--- config.mk ---
export PLATFORM = sky130hd
export DESIGN_NAME = wptr_full_lvl
export DESIGN_NICKNAME = d
export VERILOG_FILES = /design/src/rtl/wptr_full_lvl.sv
export SDC_FILE = /design/constraint.sdc
export NUM_CORES = 1
export LEC_CHECK = 0
export BUFFER_PORTS_ARGS = -buffer_cell sky130_fd_sc_hd__buf_2
export CAP_MARGIN = 10
export CORE_ASPECT_RATIO = 0.5
export CORE_MARGIN = 10
export CORE_UTILIZATION = 35
export CTS_CLUSTER_DIAMETER = 200
export DETAILED_ROUTE_END_ITERATION = 10
export SKIP_LAST_GASP = 1
export SLEW_MARGIN = 20
export SYNTH_ARGS = -nofsm -noshare
export SYNTH_HDL_FRONTEND = slang
export SYNTH_SLANG_ARGS = --single-unit
--- constraint.sdc ---
create_clock -name wclk -period 8.8 [get_ports wclk]
set_input_delay 1.32 -clock wclk [delete_from_list [all_inputs] [get_ports wclk]]
set_output_delay 1.32 -clock wclk [all_outputs]
set_load 0.02 [all_outputs]
--- src/rtl/wptr_full_lvl.sv ---
`default_nettype none
// ============================================================================
// Module   : wptr_full_lvl
// Brief    : Write-domain pointer, full/almost-full flags, fill level and
//            sticky overflow for an asynchronous FIFO. Define
//            WPTR_FULL_LVL_PEAK_EN to enable the peak-level tracker (wpeak).
// Revision : 1.0 - initial release
// ============================================================================
module wptr_full_lvl #(
    parameter int ADDRSIZE    = 4,
    parameter int AFULL_RESET = 2**ADDRSIZE - 1
) (
    input  logic                wclk,
    input  logic                wrst,
    input  logic                winc,
    input  logic [ADDRSIZE:0]   wq2_rptr,
    input  logic [ADDRSIZE:0]   afull_thresh,
    input  logic                ovf_clr,
    input  logic                peak_clr,
    output logic [ADDRSIZE-1:0] waddr,
    output logic [ADDRSIZE:0]   wptr,
    output logic                wfull,
    output logic                awfull,
    output logic [ADDRSIZE:0]   wlevel,
    output logic                wovf,
    output logic [ADDRSIZE:0]   wpeak
);

    localparam int              c_PW          = ADDRSIZE + 1;
    localparam logic [c_PW-1:0] c_DEPTH       = {1'b1, {ADDRSIZE{1'b0}}};
    localparam logic [c_PW-1:0] c_AFULL_RESET = AFULL_RESET[c_PW-1:0];

    logic [c_PW-1:0] r_wbin;
    logic [c_PW-1:0] r_wptr;
    logic            r_wfull;
    logic            r_awfull;
    logic [c_PW-1:0] r_wlevel;
    logic            r_wovf;

    logic            w_wr_ok;
    logic [c_PW-1:0] w_wbinnext;
    logic [c_PW-1:0] w_wgraynext;
    logic [c_PW-1:0] w_rbin;
    logic [c_PW-1:0] w_lvlnext;
    logic [c_PW-1:0] w_thr;

    assign w_wr_ok     = winc & ~r_wfull;
    assign w_wbinnext  = r_wbin + {{ADDRSIZE{1'b0}}, w_wr_ok};
    assign w_wgraynext = (w_wbinnext >> 1) ^ w_wbinnext;

    // Each binary bit is the XOR of all Gray bits from the MSB down to it.
    generate
        for (genvar i = 0; i < c_PW; i++) begin : g_g2b
            assign w_rbin[i] = ^wq2_rptr[c_PW-1:i];
        end
    endgenerate

    assign w_lvlnext = w_wbinnext - w_rbin;

    always_comb begin
        w_thr = afull_thresh;
        if (afull_thresh == '0) begin
            w_thr = c_AFULL_RESET;
        end else if (afull_thresh > c_DEPTH) begin
            w_thr = c_DEPTH;
        end
    end

    always_ff @(posedge wclk) begin
        if (wrst) begin
            r_wbin   <= '0;
            r_wptr   <= '0;
            r_wfull  <= 1'b0;
            r_awfull <= 1'b0;
            r_wlevel <= '0;
            r_wovf   <= 1'b0;
        end else begin
            r_wbin   <= w_wbinnext;
            r_wptr   <= w_wgraynext;
            r_wfull  <= (w_lvlnext == c_DEPTH);
            r_awfull <= (w_lvlnext >= w_thr);
            r_wlevel <= w_lvlnext;
            // A dropped write outranks a clear in the same cycle.
            if (winc && r_wfull) begin
                r_wovf <= 1'b1;
            end else if (ovf_clr) begin
                r_wovf <= 1'b0;
            end
        end
    end

`ifdef WPTR_FULL_LVL_PEAK_EN
    logic [c_PW-1:0] r_wpeak;

    // Clearing reloads the current level so an in-progress peak is not lost.
    always_ff @(posedge wclk) begin
        if (wrst) begin
            r_wpeak <= '0;
        end else if (peak_clr || (w_lvlnext > r_wpeak)) begin
            r_wpeak <= w_lvlnext;
        end
    end

    assign wpeak = r_wpeak;
`else
    logic w_unused_peak_clr;
    assign w_unused_peak_clr = peak_clr;
    assign wpeak             = '0;
`endif

    assign waddr  = r_wbin[ADDRSIZE-1:0];
    assign wptr   = r_wptr;
    assign wfull  = r_wfull;
    assign awfull = r_awfull;
    assign wlevel = r_wlevel;
    assign wovf   = r_wovf;

endmodule
`default_nettype wire
# Yosys cells after proc, flatten, opt, wreduce, memory -nomap -nowiden
# Index checks and enable logic that the tools add are counted.
# Widths: inputs -> output; s select.
totals:
  ff_bits: 18
  word_cells: 25
  inputBits: 15
  out_inout_bits: 22
op_classes:
  n_eq_ne: 1
  bitwise: 3
  reduce_logical: 7
  muxes: 4
  magnitude_cmp: 2
  addsub: 2
ops:
  columns: ["op", "count"]
  rows:
  - ["$mux 5", 2]
  - ["$add 5x1->5", 1]
  - ["$eq 5x5->1 const B", 1]
  - ["$ge 5x5->1", 1]
  - ["$gt 5x5->1 const B", 1]
  - ["$logic_not 5->1", 1]
  - ["$reduce_xor 5->1", 1]
  - ["$sub 5x5->5", 1]
  - ["$xor 4x5->5", 1]
  - ["$reduce_xor 4->1", 1]
  - ["$reduce_xor 3->1", 1]
  - ["$mux 1", 2]
  - ["$reduce_bool 2->1", 1]
  - ["$reduce_xor 2->1", 1]
  - ["$and 1x1->1", 1]
  - ["$logic_and 1x1->1", 1]
  - ["$not 1->1", 1]

# Logic depth before layout (Yosys ltp)
logic_depth:
  word_depth: 5
  depth_mapped: 13
  ltp_nobuf: 13

# Worst setup path before layout
# OpenSTA, ideal clock, no wires.
synth_path:
  path_type: "input to register"
  start: "input port wq2_rptr[3]"
  end: "register r_awfull (netlist: awfull)"
  path_buffers: 0
  stages: 13
  setup_time_ps: 125
  t_required_ps: 8675
  arrival_time_ps: 3575
  setup_slack_ps: 5100
  cell_sequence: "xnor2_2 > xor2_2 > xor2_2 > xnor2_1 > ha_1 > fa_1 > nand2b_1 > a21oi_1 > xnor2_1 > xnor2_1 > ha_1 > nor2_1 > a211oi_1"
synth_between:
  elab_chain_cells: 3
  word_cells_on_any_way: 6
  classes_between: "add/sub (1); order compare (1); reduce/logical (4)"
synth_lines:
  columns: ["element", "line_no", "rtl"]
  rows:
  - ["start: declaration", "16", "input logic [ADDRSIZE:0] wq2_rptr,"]
  - ["$reduce_xor 5->1 (tied with other cells)", "54", "assign w_rbin[i] = ^wq2_rptr[c_PW-1:i];"]
  - ["$sub 5x5->5 (*)", "58", "assign w_lvlnext = w_wbinnext - w_rbin;"]
  - ["net w_lvlnext[4]", "44", "logic [c_PW-1:0] w_lvlnext;"]
  - ["$ge 5x5->1 (*)", "81", "r_awfull <= (w_lvlnext >= w_thr);"]
  - ["end signal: assignment", "81", null]
  - ["end: declaration", "36", "logic r_awfull;"]
# Mark *: on every way through the listed nets, which the timed path passes. The rest lies on a longest branch.
# A chain may end at the register's enable or synchronous reset.

# Worst setup path in the final report
# Same ends and word-level chain as after synthesis.

==> impl_metrics.yaml <==
status:
  status: "finished clean"
floorplan:
  die_h_um: 56.9
  rows: 13
  ioPinCount: 37
  start_util_pct: 36.8
  core_area_sq_um: 2590
  dieArea_sq_um: 5330
  die_w_um: 93.7
cts:
  cts_made_buffers: 3
  clk_latency_ns: 0.25
  cts_hold_buf: 0
  cts_max_path_buffers: 2
  cts_tree: "done"
  htreeDepth: 1
  clockRootBuffer: "clkbuf_8"
  cts_resized: 0
  clk_pin_slew_worst_paths_ns: 0.06
  post_cts_buffers: 0
  cts.sinks: 17
sta:
  fin_hold_ws_ns: 0.473
  rsz0062_at_grt: "no"
  setup_viol_count_final: 0
  max_freq_ghz: 0.264
  period_needed_ns: 3.79
  hold_violations: 0
  finClkSkew_ns: 0.000848
  maxSlewViolCount: 0
  fin_setup_tns_ns: 0
  post-route-period-util_pct: 43.1
  setup_slack_ns: 5.01
synth:
  avgSynthCellArea_sq_um: 9.32
  synthCells: 102
  ys_seq_elements: 17
  synth_seq_area_share_pct: 35.8
  yosys_warnings: 0
  netlist_area_sq_um: 951
  synth_cell_type_count: 23
placed_design:
  port_buffers: 30
  hpwl_um: 1600
  place_ws_ns: 4.69
  gp_congestion: 0.681
  place_area_sq_um: 1120
routing:
  drc: 0
  final_antenna_net_count: 0
  viasPerCell: 4.19
  vias: 717
  drt_pre_antenna_iters: 4
  finalWirelength_um: 1860
  post_drt_wl_per_cell_um: 10.9
  drtIter0Drc: 8
final_layout:
  fin_area_sq_um: 1170
  utilization_pct: 45.1
  drive_gt1_share_pct: 28.4
  most-common-layout-cells: "buf_2, dfxtp_1, nor2_1, ha_1, xnor2_1"
  area_growth_pct: 22.8
  n_antenna_cell: 0
  seq_area_sq_um: 340
  multi_input_area_sq_um: 558
  final_nets: 162
  n_fill_cell: 269
  final_common_cell: "buf_2"
worst_setup_path:
  critical_path_required_ns: 8.93
  criticalPathCategory: "input pin to flip-flop"
  arrival_ns: 3.92
  critPathCaptureType: "flip-flop"
  crit_fanout: 3
  start_kind: "input pin"
power:
  peakVddDrop_v: 0.0000808
  internal-power_w: 0.000164
  p_seq_share_pct: 36.1
  p_leak_nw: 0.584
  swShare_pct: 34.9
  clkPwrFrac_pct: 22.6
  p_comb_share_pct: 41.3
  powerDensity_nw_per_um2: 216
  p_switching_w: 0.0000879
global_route:
  antenna_found_initial: 0
  met1_usage_pct: 7.04
  grt_max_degree: 18
  overflow: 0
  grt_util_met2_pct: 11.3
  grt.busiest_layer: "met2"
  grt_pass1_wl_um: 2880
  grtUsageMet3_pct: 3.18
  grt_pass1_vias: 701
  track_usage_pct: 6.59
run:
  maxCapViolations: 0
worst_hold_path:
  hp-class: "flip-flop to flip-flop"
==> final timing paths <==
| kind | from | cells past startpoint | end | slack [ns] |
|---|---|---|---|---|
| setup / recovery | wq2_rptr[3] | 14 | awfull | 5.01 |
| hold / removal | wovf | 2 | wovf | 0.47 |
| setup reg to reg | wfull | 12 | awfull | 5.99 |
| hold reg to reg | wovf | 2 | wovf | 0.47 |
==> critical path, cell delays in order <==
cell and delay (ns):
buf_2 0.11, xnor2_2 0.21, xor2_2 0.22, xor2_2 0.22, xnor2_1 0.09, ha_1 0.21
fa_1 0.40, nand2b_1 0.16, a21oi_1 0.15, xnor2_1 0.10, xnor2_1 0.28, ha_1 0.29
nor2_1 0.11, a211oi_1 0.05
==> per-stage QoR <==
step,std cells,total power (W)
finish,171,0.000252
global route,171,0.000270
CTS,171,0.000256
detailed placement,167,0.000198
global placement,167,0.000195
floorplan,106,0.000171
==> flip-flops by register name, summed over array words and instances (netlist names) <==
register / flops
wptr: 4
awfull: 1
wlevel: 5
r_wbin: 5
wfull: 1
wovf: 1
==> synth_stat cells <==
| master | number | area, sq um |
|---|---|---|
| nor3_1 | 4 | 20.0 |
| xor2_2 | 2 | 32.5 |
| fa_1 | 1 | 20.0 |
| inv_1 | 7 | 26.3 |
| dfxtp_1 | 17 | 340 |
| ha_1 | 11 | 138 |
| a21oi_1 | 4 | 20.0 |
| xnor2_1 | 8 | 70.1 |
| nor2b_1 | 6 | 37.5 |
| xor2_1 | 4 | 35.0 |
| nand3b_1 | 1 | 7.51 |
| nand2_1 | 1 | 3.75 |
| buf_4 | 5 | 37.5 |
| o21ai_0 | 4 | 20.0 |
| conb_1 | 1 | 3.75 |
| xnor2_2 | 1 | 16.3 |
| a211oi_1 | 1 | 7.51 |
| nand3_1 | 2 | 10.0 |
| a21o_1 | 1 | 7.51 |
| nor2_1 | 16 | 60.1 |
| clkbuf_1 | 1 | 3.75 |
| nand2b_1 | 3 | 18.8 |
| nor4b_2 | 1 | 15.0 |
==> metal layers <==
layer | up-vias | share of wire, %
met1 | 316 | 44
met2 | 17 | 50
met5 | - | 0
met4 | 0 | 0
met3 | 0 | 6.1
li1 | 384 | -
==> power by group through the flow <==
stage               Clock (W)  Sequential, W  Combinational, W
finish              0.0000570      0.0000909          0.000104
global route        0.0000620      0.0000920          0.000116
CTS                 0.0000589      0.0000911          0.000106
detailed placement          0      0.0000927          0.000106
global placement            0      0.0000923          0.000103
floorplan                   0       0.000107         0.0000635
==> area by class of cell <==
type | instances | area share, %
clock buffer | 3 | 3.54
multi-input combinational | 76 | 47.8
clock inverter | 1 | 0.429
sequential | 17 | 29.2
timing repair buffer | 30 | 12.9
tap | 37 | 3.97
inverter | 7 | 2.25
==> cell families (layout without fill, tap and decap cells) <==
kind of cell / Yosys count / count (layout) / share of synthesized area (%)
xor gates and xnor gates: 15 / 15 / 16.2
AOI/OAI and AO/OA: 10 / 10 / 5.79
adders and majority gates: 12 / 12 / 16.6
other: 1 / 5 / 0.394
buffers and inverters: 13 / 41 / 7.11
and+or+nand+nor: 34 / 34 / 18.2
DFF: 17 / 17 / 35.8
(Power assumes the default switching activity.)
